--- config.mk ---
export PLATFORM = sky130hd
export DESIGN_NAME = prio_encoder_8to3
export DESIGN_NICKNAME = d
export VERILOG_FILES = /design/src/rtl/prio_enc_pkg.sv /design/src/rtl/prio_enc_core.sv /design/src/rtl/prio_encoder_8to3.sv
export SDC_FILE = /design/constraint.sdc
export NUM_CORES = 1
export LEC_CHECK = 0
export ABC_AREA = 1
export CORE_MARGIN = 3
export CORE_UTILIZATION = 45
export CTS_CLUSTER_DIAMETER = 120
export DETAILED_ROUTE_END_ITERATION = 8
export GPL_TIMING_DRIVEN = 0
export PLACE_DENSITY = 0.81
export RECOVER_POWER = 50
export SLEW_MARGIN = 20
export SYNTH_ARGS = -nofsm -noshare
export SYNTH_HDL_FRONTEND = slang
export SYNTH_SLANG_ARGS = --single-unit
--- constraint.sdc ---
create_clock -name clk -period 2.1 [get_ports clk]
set_clock_uncertainty 0.2 [all_clocks]
set_input_delay 0.42 -clock clk [delete_from_list [all_inputs] [get_ports clk]]
set_output_delay 0.42 -clock clk [all_outputs]
set_load 0.1 [all_outputs]
--- src/rtl/prio_enc_pkg.sv ---
// Shared types and reference encoding for the 8-to-3 priority encoder.
package prio_enc_pkg;

  localparam int unsigned WIDTH = 8;
  localparam int unsigned OUT_W = $clog2(WIDTH);

  typedef struct packed {
    logic [OUT_W-1:0] idx;
    logic             valid;
    logic [WIDTH-1:0] onehot;
    logic             multi;
  } prio_res_t;

  // Reference encoding: MSB-down scan and explicit popcount, deliberately a
  // different formulation from the hardware core.
  function automatic prio_res_t prio_ref(input logic [WIDTH-1:0] v);
    prio_res_t   r;
    int unsigned cnt;
    r   = '0;
    cnt = 0;
    for (int i = int'(WIDTH) - 1; i >= 0; i--) begin
      if (v[i] && !r.valid) begin
        r.valid = 1'b1;
        r.idx   = OUT_W'(i);
      end
    end
    for (int i = 0; i < int'(WIDTH); i++) begin
      if (v[i]) cnt++;
    end
    r.onehot = r.valid ? (WIDTH'(1) << r.idx) : '0;
    r.multi  = (cnt >= 2);
    return r;
  endfunction

endpackage

--- src/rtl/prio_enc_core.sv ---
// Combinational, width-generic highest-index-wins priority encoder.
module prio_enc_core #(
  parameter int unsigned Width = 8,
  localparam int unsigned IdxW = $clog2(Width)
) (
  input  logic [Width-1:0] req_i,
  output logic [IdxW-1:0]  idx_o,
  output logic             any_o,
  output logic [Width-1:0] onehot_o,
  output logic             multi_o
);

  logic [IdxW-1:0] idx;
  logic            hit;

  // Scan upward from the LSB; the last set bit seen is the highest and wins.
  always_comb begin
    idx = '0;
    hit = 1'b0;
    for (int unsigned i = 0; i < Width; i++) begin
      if (req_i[i]) begin
        idx = IdxW'(i);
        hit = 1'b1;
      end
    end
  end

  assign idx_o    = idx;
  assign any_o    = hit;
  assign onehot_o = hit ? (Width'(1) << idx) : '0;
  // Clearing the lowest set bit leaves something only if two or more were set.
  assign multi_o  = |(req_i & (req_i - Width'(1)));

endmodule

--- src/rtl/prio_encoder_8to3.sv ---
// Registered priority encoder: one output stage over prio_enc_core.
module prio_encoder_8to3
  import prio_enc_pkg::*;
(
  input  logic             clk,
  input  logic             rst_n,
  input  logic             in_valid,
  input  logic [WIDTH-1:0] in,
  output logic [OUT_W-1:0] out,
  output logic             valid,
  output logic             out_valid,
  output logic [WIDTH-1:0] onehot,
  output logic             multi
);

  prio_res_t res_d, res_q;
  logic      out_valid_q;

  prio_enc_core #(
    .Width (WIDTH)
  ) u_core (
    .req_i    (in),
    .idx_o    (res_d.idx),
    .any_o    (res_d.valid),
    .onehot_o (res_d.onehot),
    .multi_o  (res_d.multi)
  );

  // Capture the encoding on accepted vectors, hold otherwise; reset wins over in_valid.
  always_ff @(posedge clk) begin
    if (!rst_n) begin
      res_q       <= '0;
      out_valid_q <= 1'b0;
    end else begin
      out_valid_q <= in_valid;
      if (in_valid) begin
        res_q <= res_d;
      end
    end
  end

  assign out       = res_q.idx;
  assign valid     = res_q.valid;
  assign onehot    = res_q.onehot;
  assign multi     = res_q.multi;
  assign out_valid = out_valid_q;

endmodule

# == Yosys cells after proc, flatten, opt, wreduce, memory -nomap -nowiden ==
# Cells that the tools add are included.
# op_classes
shift,1
mux,16
n_addsub,1
div,0
magnitude_cmp,0
n_reduce_logical,1
n_mul,0
eq_ne,0
bitwise_logic,1
# ops
cell,n
$mux 3,4
$mux 1,9
$and 8x8->8,1
$mux 8,1
$reduce_or 8->1,1
$shl 1x3->8 const A,1
$sub 8x1->8 const B,1
$mux 2,2
# totals
ramBits,0
wordCells,25
reg_bits,14
mem_bits_ro,0
latchBits,0
mem_count,0

# == Depth between registers and ports, before layout ==
# logic_depth
depth_word,9
depth_mapped,9

# == Cells and area by module ==
# Synthesis repeated with hierarchy kept, for this count alone.
# hier_totals
cells_unflattened,134
area_unflattened_um2,823.3
# modules_own_cells
module,seq_area_each_um2,instances,cells_per_inst,area_each_um2
prio_encoder_8to3,280.3,1,85,573.0
prio_enc_core,0.0,1,49,250.2

# == Worst setup path before layout ==
# Ideal clock, no wire load.
# synth_path
path_kind,reg2out
startpoint,"reg res_q, in the netlist out[1]"
endpoint,out out[1]
path_stages_with_launch,1
path_buffers,0
slack_ns,0.555
arrival_ns,0.925
cell_sequence,dfxtp_1
# synth_lines
element,line,rtl
start: declaration,prio_encoder_8to3.sv:16,"prio_res_t res_d, res_q;"
start signal: assignment,prio_encoder_8to3.sv:37,res_q <= res_d;
end: declaration,prio_encoder_8to3.sv:9,"output logic [OUT_W-1:0] out,"
# No word-level cell between the ends.

# == Worst setup path in the final report ==
# layout_path
startpoint,"reg res_q, in the netlist onehot[1]"
endpoint,out onehot[1]
# layout_lines
element,line,rtl
end: declaration,prio_encoder_8to3.sv:12,"output logic [WIDTH-1:0] onehot,"
# No word-level cell between the ends.

==> metrics list <==
- The flow ran to the end, and the final reports show no timing, DRC or antenna violations.
* Top post-synthesis cells by area: dfxtp_1 (42%), nand2_1 (12%), a21oi_1 (7.6%)
- Std cell rows: 13
- Global Route Usage Sum: 15.9%
- Fmax: between 400 and 500 MHz
* CP Data Arrival Time: approximately 1.4 ns
- In the final routed layout, each cell accounts on average for 9.90 um.
- Combined area of all synthesized cells: about 660 um2
- The internal power of the cells totals 0.422 mW.
* Clk pin slew, worst setup/hold paths: 0.09 ns
- The longest clock path from root to sink contains 2 buffers.
* Area of the placeable core: 0.00133 mm2
- STA puts the critical path data required time at ~1.5 ns.
* Clock insertion delay at the later pin of the skew report: 0.28 ns
- Worst-path maximum fanout: 2
- Register share of total power: 43.6%
- Library cell occupying the most area in the post-synthesis netlist: dfxtp_1
- Dividing the detail-routed via count by the number of cells gives approximately 4.8.
- Post-Place Worst Slack: 0.0313 ns
* Actual slew at the worst max-slew pin: approximately 0.95 ns
- After synthesis, the largest area contributor takes up between 40% and 50% of total cell area.
* Die width: 44.4 um
- FF+latch count, synth: 14
* IR drop worst, VDD: about 0.43 mV
- Path category of the worst min-delay check: in -> reg
* Final Wtd Congestion: 0.734
- Clock buffer count from CTS: 3
- The floorplan step defined a die boundary enclosing between 0.0015 and 0.002 mm2.
* Final-layout worst hold slack: 0.252 ns
- The number of buffers and inverters on the critical path is 1.
- On the worst path, the slowest cell contributes a delay of ~0.82 ns.
* Die Height: between 40 and 50 um
- Register area share after synthesis: 42.3%
- Number of antenna violations at the first check in global routing: 0
* Leakage dissipation: about 0.43 nW
- Clock tree from TritonCTS: built
- Type of the setup path with the least slack: reg -> out
- Sw frac: 34.6%
- Counting every instance in the synthesized netlist gives 94.
- Setup total negative slack on the finished layout was measured at 0 ns.
- After the last flow step, the layout net total stands at roughly 130.
- Remaining routing DRC violations: 0
- Max-cap violations in this run came to 0.
- The worst setup path is captured at an output port.
* Final period demand of the worst path: between 2 and 2.5 ns
- Number of iterations in the first detailed-routing pass: 3
- After routing the design area is 880 um2.
- Pin count of the biggest net entering global routing: 11
* Count of pins over their slew limit: 0
* Number of vias in the routed layout: between 600 and 700
- Setup repair after global routing left no endpoint under its margin.
* Combinational power share: about a quarter
* Syn Nets: 105
- Distinct cell type count of the synthesized netlist: 18
- Worst rel slew slack: approximately 37%
* Count of yosys warnings during synthesis: 0
- The number of hold-slack violations in the final timing report was 0.
- The HPWL after detailed placement is between 1 and 1.5 mm.
- Final wirelength: around 1.3 mm
- Number of levels the H-tree was split into: 1
- The slowest stage of the critical path is the clkdlybuf4s15_1 cell.
- The first routing iteration left 7 violations.
- In this run the remaining antenna-violating nets after routing total 0.
* IO Count: 25
- Diode insertion count for antenna repair: 0
- Once routing completed, OpenROAD measured the worst setup slack at approximately 0.043 ns.
- Setup Viol. Count Final: 0
- Growth of design area from synthesis to finish: 32.9%
- Number of port buffers: 23
- Of the cells placed in the final design, the portion with a size suffix greater than 1 is a little under a fifth.
* Critical path startpoint category: register
- Of the total power, the clock network draws about 30%.
- Average instance area after synthesis: 7.04 um2
* Switching power of the nets: 0.223 mW
- Buffer type at the clock tree root: clkbuf_4
* Instance area at placement: 911 um2
* Wire length of the first global-routing pass: between 2 and 2.5 mm
- The tree built by TritonCTS fans out to 14 sinks.
- The critical path goes through clkdlybuf4s15_1.
* Setup Fix Bufs, Post-CTS: 0
* Vias in the first global route: roughly 580
- Of the available clock period, the critical path in the final layout requires between 90% and 100%.
* Family of cells with the greatest summed delay on the critical path: buffers and inverters
* Total congestion overflow after global routing: 0
- PD cells: around 730 mW/mm2
- Initial Utilization: roughly 50%
- Filler Cell Count: ~130
[layout make-up]
cell class	count	area (um2)	area share [%]
Tap cell	15	18.8	2.13
Multi-Input combinational cell	62	289	32.9
Clock buffer	4	36.3	4.13
Inverter	16	60.1	6.83
Buffer	2	10.0	1.14
Sequential cell	14	280	31.9
Timing Repair Buffer	23	185	21.1
[per-layer routing]
layer / global-route usage, % / share of wire [%] / vias up
met1: 20.7 / 47 / 281
met5: 0 / 0 / -
met4: 5.42 / 1.4 / 0
met2: 25.6 / 45 / 15
li1: - / - / 352
met3: 4.07 / 6.6 / 2
[registers in the layout (all words and copies together), names as in the netlist]
name	count
onehot	8
out	3
multi	1
out_valid	1
valid	1
[cell usage in the layout, fill, tap and decap left out]
| cell | count |
|---|---|
| clkdlybuf4s15_1 | 5 |
| inv_1 | 13 |
| a21oi_1 | 10 |
| nand2_2 | 2 |
| clkbuf_2 | 9 |
| clkbuf_4 | 3 |
| buf_2 | 2 |
| o21ai_0 | 3 |
| nand2_4 | 1 |
| nor2_2 | 2 |
| clkdlybuf4s50_1 | 7 |
| o211ai_1 | 2 |
| nand3_1 | 6 |
| dlygate4sd3_1 | 2 |
| nand4_1 | 2 |
| o21ai_1 | 1 |
| nor3_1 | 1 |
| nand2_1 | 25 |
| nor2_1 | 7 |
| inv_2 | 2 |
| clkinv_1 | 1 |
| clkbuf_8 | 1 |
| dfxtp_1 | 14 |
[through the flow]
stage	utilization, %	instances	power, mW
2_1_floorplan	-	94	0.418
3_3_place_gp	68.3	132	0.470
3_5_place_dp	68.3	132	0.471
4_1_cts	70.2	136	0.659
5_1_grt	65.9	136	0.673
6_report	65.9	136	0.645
[what timing repair did]
item	CTS	global route
resized for setup	19	18
hold buffers	0	0
endpoints found under the setup margin	14	14
[logic make-up (layout without fill, tap and decap cells)]
group	count (synthesis)	in the layout	synth area share [%]
AO/OA/AOI/OAI	16	16	12.9
buffers and inverters	18	45	10.6
flip-flops	14	14	42.3
AND/OR/NAND/NOR	46	46	34.2
[cells in the mapped netlist]
| master | number |
|---|---|
| nand2_1 | 22 |
| dfxtp_1 | 14 |
| inv_1 | 12 |
| a21oi_1 | 10 |
| nand3_1 | 6 |
| nand2_2 | 5 |
| nor2_1 | 5 |
| inv_2 | 3 |
| o21ai_0 | 3 |
| buf_2 | 2 |
| nand4_1 | 2 |
| nor2_2 | 2 |
| nor2_4 | 2 |
| o211ai_1 | 2 |
| clkinv_1 | 1 |
| nand2_4 | 1 |
| nor3_1 | 1 |
| o21ai_1 | 1 |
[power by group through the flow]
stage	combinational, mW	sequential (mW)	clock, mW
after floorplan	0.0486	0.370	0
after global placement	0.182	0.288	0
after detailed placement	0.184	0.288	0
after CTS	0.178	0.282	0.200
after global routing	0.180	0.283	0.210
final	0.168	0.282	0.195
[final timing paths]
| path | cells after the start | to | start | slack, ns |
|---|---|---|---|---|
| min | 3 | out_valid$_SDFF_PN0_ | in_valid | 0.25 |
| max | 1 | onehot[1] | onehot[1]$_SDFFE_PN0P_ | 0.04 |
| min reg2reg | 2 | onehot[7]$_SDFFE_PN0P_ | onehot[7]$_SDFFE_PN0P_ | 0.27 |
| max reg2reg | 4 | out[0]$_SDFFE_PN0P_ | out[0]$_SDFFE_PN0P_ | 1.21 |
Note: power is estimated with default switching activity, not from simulation.
